`config.mk`:
```
export PLATFORM = sky130hd
export DESIGN_NAME = edge_pattern_gen
export DESIGN_NICKNAME = d
export VERILOG_FILES = /design/src/rtl/edge_pattern_gen.sv
export SDC_FILE = /design/constraint.sdc
export NUM_CORES = 1
export LEC_CHECK = 0
export BUFFER_PORTS_ARGS = -buffer_cell sky130_fd_sc_hd__buf_2
export CORE_ASPECT_RATIO = 0.75
export CORE_MARGIN = 3
export CORE_UTILIZATION = 60
export DETAILED_ROUTE_END_ITERATION = 6
export PLACE_DENSITY_LB_ADDON = 0.08
export SYNTH_ARGS = -nofsm -noshare
export SYNTH_HDL_FRONTEND = slang
export SYNTH_SLANG_ARGS = --single-unit
```
`constraint.sdc`:
```
create_clock -name clk -period 5.8 [get_ports clk]
set_input_delay 0.87 -clock clk [delete_from_list [all_inputs] [get_ports clk]]
set_output_delay 0.87 -clock clk [all_outputs]
set_load 0.02 [all_outputs]
```
`src/rtl/edge_pattern_gen.sv`:
```
// edge_pattern_gen
//   Turns a queue of edge commands into a glitch-free level waveform.
//   Commands are RISE, FALL, TOGGLE and PULSE. Each command carries a hold
//   count: the number of idle cycles after the command completes before the
//   next command is allowed to apply. Commands are buffered in a small FIFO
//   behind a valid/ready port.
//
// Parameters
//   CNT_W      width of the hold count
//   DEPTH      command FIFO depth (power of two, >= 2)
//   INIT_LEVEL level of wave_out after reset
//
// Ports
//   clk         single clock, all state on rising edge
//   rst_n       asynchronous active-low reset
//   abort       synchronous flush (only when EDGE_GEN_ABORT_EN is defined)
//   cmd_valid   command present
//   cmd_ready   FIFO not full (and no abort); accept on valid & ready
//   cmd_type    00 RISE, 01 FALL, 10 TOGGLE, 11 PULSE
//   cmd_hold    idle cycles after the command completes
//   wave_out    generated waveform, registered
//   edge_strobe high in exactly the cycles where wave_out shows a new level
//   busy        FSM not idle or FIFO non-empty
//
// Build option
//   EDGE_GEN_ABORT_EN  adds the abort port and its flush logic.
//
// state        | meaning
// -------------+---------------------------------------------------------
// S_IDLE       | waiting; pops and applies the FIFO head when one exists
// S_HOLD       | counting down the hold time of the last command
// S_PULSE_BACK | restoring the pre-pulse level (second edge of a PULSE)

module edge_pattern_gen #(
  parameter int   CNT_W      = 8,
  parameter int   DEPTH      = 4,
  parameter logic INIT_LEVEL = 1'b0
) (
  input  logic             clk,
  input  logic             rst_n,
`ifdef EDGE_GEN_ABORT_EN
  input  logic             abort,
`endif
  input  logic             cmd_valid,
  output logic             cmd_ready,
  input  logic [1:0]       cmd_type,
  input  logic [CNT_W-1:0] cmd_hold,
  output logic             wave_out,
  output logic             edge_strobe,
  output logic             busy
);

  localparam int AW = $clog2(DEPTH);

  localparam logic [1:0] CMD_RISE   = 2'b00;
  localparam logic [1:0] CMD_FALL   = 2'b01;
  localparam logic [1:0] CMD_PULSE  = 2'b11;

  localparam logic [AW:0]    PTR_ONE = (AW+1)'(1);
  localparam logic [CNT_W-1:0] CNT_ONE = CNT_W'(1);

  typedef enum logic [1:0] {
    S_IDLE       = 2'd0,
    S_HOLD       = 2'd1,
    S_PULSE_BACK = 2'd2
  } state_t;

  state_t            state;
  logic [CNT_W-1:0]  cnt;

  logic [1:0]        fifo_type [DEPTH];
  logic [CNT_W-1:0]  fifo_hold [DEPTH];
  logic [AW:0]       wr_ptr;
  logic [AW:0]       rd_ptr;

  logic              empty;
  logic              full;
  logic              push;
  logic              pop;
  logic [1:0]        head_type;
  logic [CNT_W-1:0]  head_hold;
  logic              next_level;

  // Extra wrap bit distinguishes full from empty when the indices match.
  assign empty = (wr_ptr == rd_ptr);
  assign full  = (wr_ptr[AW] != rd_ptr[AW]) && (wr_ptr[AW-1:0] == rd_ptr[AW-1:0]);

`ifdef EDGE_GEN_ABORT_EN
  assign cmd_ready = !full && !abort;
`else
  assign cmd_ready = !full;
`endif

  assign push      = cmd_valid && cmd_ready;
  assign pop       = (state == S_IDLE) && !empty;
  assign head_type = fifo_type[rd_ptr[AW-1:0]];
  assign head_hold = fifo_hold[rd_ptr[AW-1:0]];
  assign busy      = (state != S_IDLE) || !empty;

  // TOGGLE and PULSE both invert on their first edge.
  always_comb begin
    next_level = ~wave_out;
    case (head_type)
      CMD_RISE: next_level = 1'b1;
      CMD_FALL: next_level = 1'b0;
      default:  next_level = ~wave_out;
    endcase
  end

  always_ff @(posedge clk or negedge rst_n) begin
    if (!rst_n) begin
      wr_ptr <= '0;
      rd_ptr <= '0;
      for (int i = 0; i < DEPTH; i++) begin
        fifo_type[i] <= '0;
        fifo_hold[i] <= '0;
      end
    end
`ifdef EDGE_GEN_ABORT_EN
    else if (abort) begin
      wr_ptr <= '0;
      rd_ptr <= '0;
    end
`endif
    else begin
      if (push) begin
        fifo_type[wr_ptr[AW-1:0]] <= cmd_type;
        fifo_hold[wr_ptr[AW-1:0]] <= cmd_hold;
        wr_ptr <= wr_ptr + PTR_ONE;
      end
      if (pop) begin
        rd_ptr <= rd_ptr + PTR_ONE;
      end
    end
  end

  always_ff @(posedge clk or negedge rst_n) begin
    if (!rst_n) begin
      state       <= S_IDLE;
      cnt         <= '0;
      wave_out    <= INIT_LEVEL;
      edge_strobe <= 1'b0;
    end
`ifdef EDGE_GEN_ABORT_EN
    else if (abort) begin
      state       <= S_IDLE;
      cnt         <= '0;
      wave_out    <= INIT_LEVEL;
      edge_strobe <= (wave_out != INIT_LEVEL);
    end
`endif
    else begin
      case (state)
        S_IDLE: begin
          edge_strobe <= 1'b0;
          if (!empty) begin
            wave_out    <= next_level;
            edge_strobe <= (next_level != wave_out);
            // For PULSE the hold is parked in cnt until the second edge.
            cnt         <= head_hold;
            if (head_type == CMD_PULSE) begin
              state <= S_PULSE_BACK;
            end else if (head_hold != '0) begin
              state <= S_HOLD;
            end
          end
        end
        S_PULSE_BACK: begin
          wave_out    <= ~wave_out;
          edge_strobe <= 1'b1;
          state       <= (cnt != '0) ? S_HOLD : S_IDLE;
        end
        S_HOLD: begin
          edge_strobe <= 1'b0;
          cnt         <= cnt - CNT_ONE;
          if (cnt == CNT_ONE) begin
            state <= S_IDLE;
          end
        end
        default: begin
          edge_strobe <= 1'b0;
          state       <= S_IDLE;
        end
      endcase
    end
  end

endmodule

```
Yosys cells after proc, flatten, opt, wreduce, memory -nomap -nowiden
Cells that the tools add are included.

word-level totals
  flip-flop bits (word level) = 58
  input port bits = 13
  word-level logic and storage cells = 77

cells by class
  add/sub/neg operators = 3
  $lt $le $gt $ge = 3
  equality and inequality tests = 12
  mux-type cells = 25
  bitwise gates (word level) = 3
  reduce and logical (&&, ||, !) cells = 17

operators with widths
  operator             count
  $bwmux 32            1
  $mux 8               4
  $bmux 8 s2           1
  $demux 8 s2          1
  $pmux 8 s2           1
  $reduce_bool 8->1    2
  $mux 2               7
  $bwmux 8             1
  $eq 8x1->1 const B   1
  $sub 8x1->8 const B  1
  $add 3x1->3 const B  2
  $ge 3x3->1 const B   2
  $not 2->3            2
  $pmux 1 s2           3
  $pmux 2 s3           1
  $reduce_bool 2->1    3
  $bmux 2 s2           1
  $demux 2 s2          1
  $eq 2x1->1 const B   2
  $eq 2x2->1 const B   2
  $logic_and 1x1->1    4
  $logic_not 2->1      2
  $ne 2x2->1 const B   2
  $reduce_and 2->1     2
  other kinds (10)     14

Logic depth before layout (Yosys ltp)
  word-level depth = 9
  mapped depth = 7

Least setup slack after synthesis
OpenSTA, ideal clock, no wires.

  kind = register to output
  start point = register rd_ptr[0]
  end point = output port busy
  arrival = 1381 ps
  data required time = 4930 ps
  setup slack = 3549 ps
  cell stages (with the launch flop) = 5
  path buffers = 1
  cells stage by stage = dfrtp_1 > buf_6 > xor2_1 > nor3_1 > nand3_1

on the way
  word-level cells in the longest chain between the ends = 3

ends and longest elaborated chain
  item                    line  source
  start, declared         74    logic [AW:0] rd_ptr;
  start signal, assigned  132   rd_ptr <= rd_ptr + PTR_ONE;
  $eq 3x3->1              85    assign empty = (wr_ptr == rd_ptr);
  $logic_not 1->1         --
  $logic_or 1x1->1        98    assign busy = (state != S_IDLE) || !empty;
  end, declared           50    output logic busy

Every way passes these cells.

Worst setup path after layout
Same ends and word-level chain as after synthesis.

==> results.json <==
{
  "outcome": "completed",
  "drt_wl_total_um": 5850,
  "worstPathArrival_ns": 2.41,
  "slew_headroom_pct": 47.6,
  "slowest_delay_ns": 0.85,
  "die_h_um": 66.0,
  "ys_seq_elements": 58,
  "crit_fanout": 14,
  "cts_root_buffer": "clkbuf_8",
  "drt_iter0_drc": 126,
  "diodes": 0,
  "area_delta_synth_final_pct": 11.5,
  "post-place-cells": 281,
  "rsz0062_at_grt": "false",
  "drv_cap": 0,
  "synth.net_count": 235,
  "clock_skew_ns": 0.00589,
  "maxSlewViolCount": 0,
  "cp_num_buf_inv": 1,
  "h-tree-depth": 3,
  "postSynthAreaPerCell_sq_um": 13.4,
  "power.density_mw_per_mm2": 651,
  "min_to": "fifo_type[1]",
  "hold_class": "reg -> reg",
  "drt-vias-per-instance": 6.37,
  "dieWidth_um": 86.0,
  "layout.cells.non_filler": 297,
  "crit_type": "reg -> out",
  "finalCritPeriodShare_pct": 56.6,
  "grt_pass1_wl_um": 9890,
  "cts_sinks": 58,
  "p_comb_share_pct": 41.2,
  "r2r_slack_ns": 3.10,
  "path_cells": "xor2_1 > nor3_1 > nand3_1 > buf_2",
  "grt_start_max_net_pins": 59,
  "finalPower_mw": 2.09,
  "postCtsResizedCells": 0,
  "syn_inst": 214,
  "numCtsBuffers": 9,
  "synth_area_sq_mm": 0.00288,
  "detail_route.wl_per_cell_um": 19.7,
  "initial_core_util_pct": 63.3,
  "io_buffers": 16,
  "fin_util_pct": 70.6,
  "ant_nets": 0,
  "clkPwrFrac_pct": 20.3,
  "p_sw_mw": 0.797,
  "final_layout_size_suffix_gt1_share_pct": 19.6,
  "setup_viol": 0,
  "coreArea_sq_mm": 0.00455,
  "required_ns": 4.93,
  "startpoint_type": "flip-flop",
  "cts_setup_buffers": 0,
  "cp_top_family": "flip-flops",
  "io_pins": 17,
  "whs_path_depth": 1,
  "ys_warn_count": 0,
  "clk_latency_ns": 0.34,
  "cts_hold_buffers": 0,
  "clk_pin_slew_ns": 0.06,
  "drc": 0,
  "grt_pass1_vias": 1994,
  "intPower_mw": 1.29,
  "grt_overflow_total": 0,
  "synth_cell_type_count": 45,
  "r2r_end": "fifo_hold[4]",
  "p_leak_nw": 1.37,
  "power_frac_seq_pct": 38.5,
  "r2r-start": "rd_ptr[0]",
  "crit_path_end_kind": "output pin",
  "synth_seq_area_share_pct": 50.4,
  "hold_path_startpoint": "fifo_type[1]",
  "clock_path_buffers": 2,
  "timing.fmax_mhz": 305,
  "ir_drop_mv": 0.314,
  "r2r_cells": 4,
  "tightest_slew_ns": 0.785,
  "hold_violations": 0,
  "first_pass_iters": 4,
  "vias": 1892,
  "swShare_pct": 38.1,
  "gp_congestion": 0.793,
  "fin_nets": 256,
  "cts_tree": "done",
  "layout_min_cycle_time_ns": 3.28,
  "fin_tns_setup_ns": 0,
  "startpoint": "rd_ptr[0]",
  "antenna_found_initial": 0,
  "row_count": 21,
  "dpl.hpwl_um": 4120,
  "slowest_stage": "dfrtp_1",
  "die_area_sq_mm": 0.00567,
  "track_usage_pct": 23.5
}
## cells by family (layout without fill, tap and decap cells)
group	after synthesis	count (layout)	share of synthesized area, %
flops	58	58	50.4
mux	50	50	23.6
compound gates	37	37	9.61
simple gates	37	37	6.78
buf+inv	13	39	2.74
xor+xnor	11	11	3.35
fa+ha+maj	8	8	3.48
## through the flow
step                      area, sq um  hold slack, ns  setup slack, ns
after floorplan                  2880           0.456             3.55
after global placement           2980           0.466             2.95
after detailed placement         2980           0.480             2.86
after CTS                        3210           0.495             2.47
after global routing             3210           0.513             2.19
final                            3210           0.491             2.52
## cell type report
class | instances | area, sq um
inverters | 6 | 22.5
flip-flops and latches | 58 | 1450
well taps | 57 | 71.3
fillers | 317 | 1340
repair buffers | 17 | 87.6
multi-input cells | 143 | 1350
clock inverters | 4 | 73.8
clock buffers | 12 | 155
## sequential cells by signal (all words and copies together) (netlist names)
| name | flops |
|---|---|
| wr_ptr | 3 |
| edge_strobe | 1 |
| state | 2 |
| fifo_hold | 32 |
| cnt | 8 |
| fifo_type | 8 |
| rd_ptr | 3 |
| wave_out | 1 |
## synth_stat cells (all sizes together)
cell type,instances,share of area [%]
dfrtp,58,50
mux2,40,16
nand2,14,2.1
o21ai,11,1.9
mux4,10,8.0
ha,8,3.5
xnor2,7,2.1
inv,6,0.78
buf,5,1.7
nand3,4,0.70
nor2,4,0.52
nor4,4,1.1
xor2,4,1.2
a221oi,3,0.91
a22oi,3,0.78
nand2b,3,0.65
o211ai,3,0.78
or3,3,0.65
a21oi,2,0.35
a31oi,2,0.43
clkbuf,2,0.26
o311ai,2,0.87
o31a,2,0.61
a2111oi,1,0.30
a211oi,1,0.26
a21o,1,0.26
a22o,1,0.30
a311o,1,0.35
a311oi,1,0.52
and3,1,0.22
nor2b,1,0.22
nor3,1,0.17
o311a,1,0.35
o31ai,1,0.26
o32a,1,0.35
or2,1,0.22
or4,1,0.26
## power groups by stage
| stage | Clock, mW | Combinational (mW) | Sequential [mW] |
|---|---|---|---|
| final | 0.424 | 0.861 | 0.805 |
| after global routing | 0.451 | 0.949 | 0.840 |
| after CTS | 0.430 | 0.862 | 0.807 |
| after global placement | 0 | 0.809 | 0.795 |
| after floorplan | 0 | 0.732 | 0.725 |
| after detailed placement | 0 | 0.858 | 0.813 |
## worst reg2reg max path, stage by stage (launching register included)
cell	delay (ns)
dfrtp_1	0.85
xor2_1	0.42
o31a_1	0.39
nand2_1	0.43
mux2_1	0.48
## layer usage
layer  global-route usage (%)  wire length (um)  vias to the layer above  share of wire, %
li1                         -                 -                      846                 -
met1                     29.5              2550                      977                44
met5                        0                 0                        -                 0
met4                     10.1               118                        0               2.0
met2                     37.1              2840                       58                49
met3                     8.22               343                       11               5.9
## layout by cell type (no fill, tap or decap), types with 6 or more instances in the layout
| cell type | count |
|---|---|
| dfrtp_1 | 58 |
| mux2_1 | 40 |
| buf_2 | 16 |
| nand2_1 | 11 |
| clkbuf_8 | 11 |
| mux4_2 | 9 |
| ha_1 | 8 |
| xnor2_1 | 7 |
| o21ai_1 | 7 |
| inv_1 | 6 |
## worst max-delay path by stage
stage	endpoint	slack, ns	cells after the start
after global routing	busy	2.19	4
after CTS	busy	2.47	4
after floorplan	busy	3.55	4
after detailed placement	busy	2.86	4
final	busy	2.52	4
after global placement	busy	2.95	4
(Power assumes the default switching activity.)
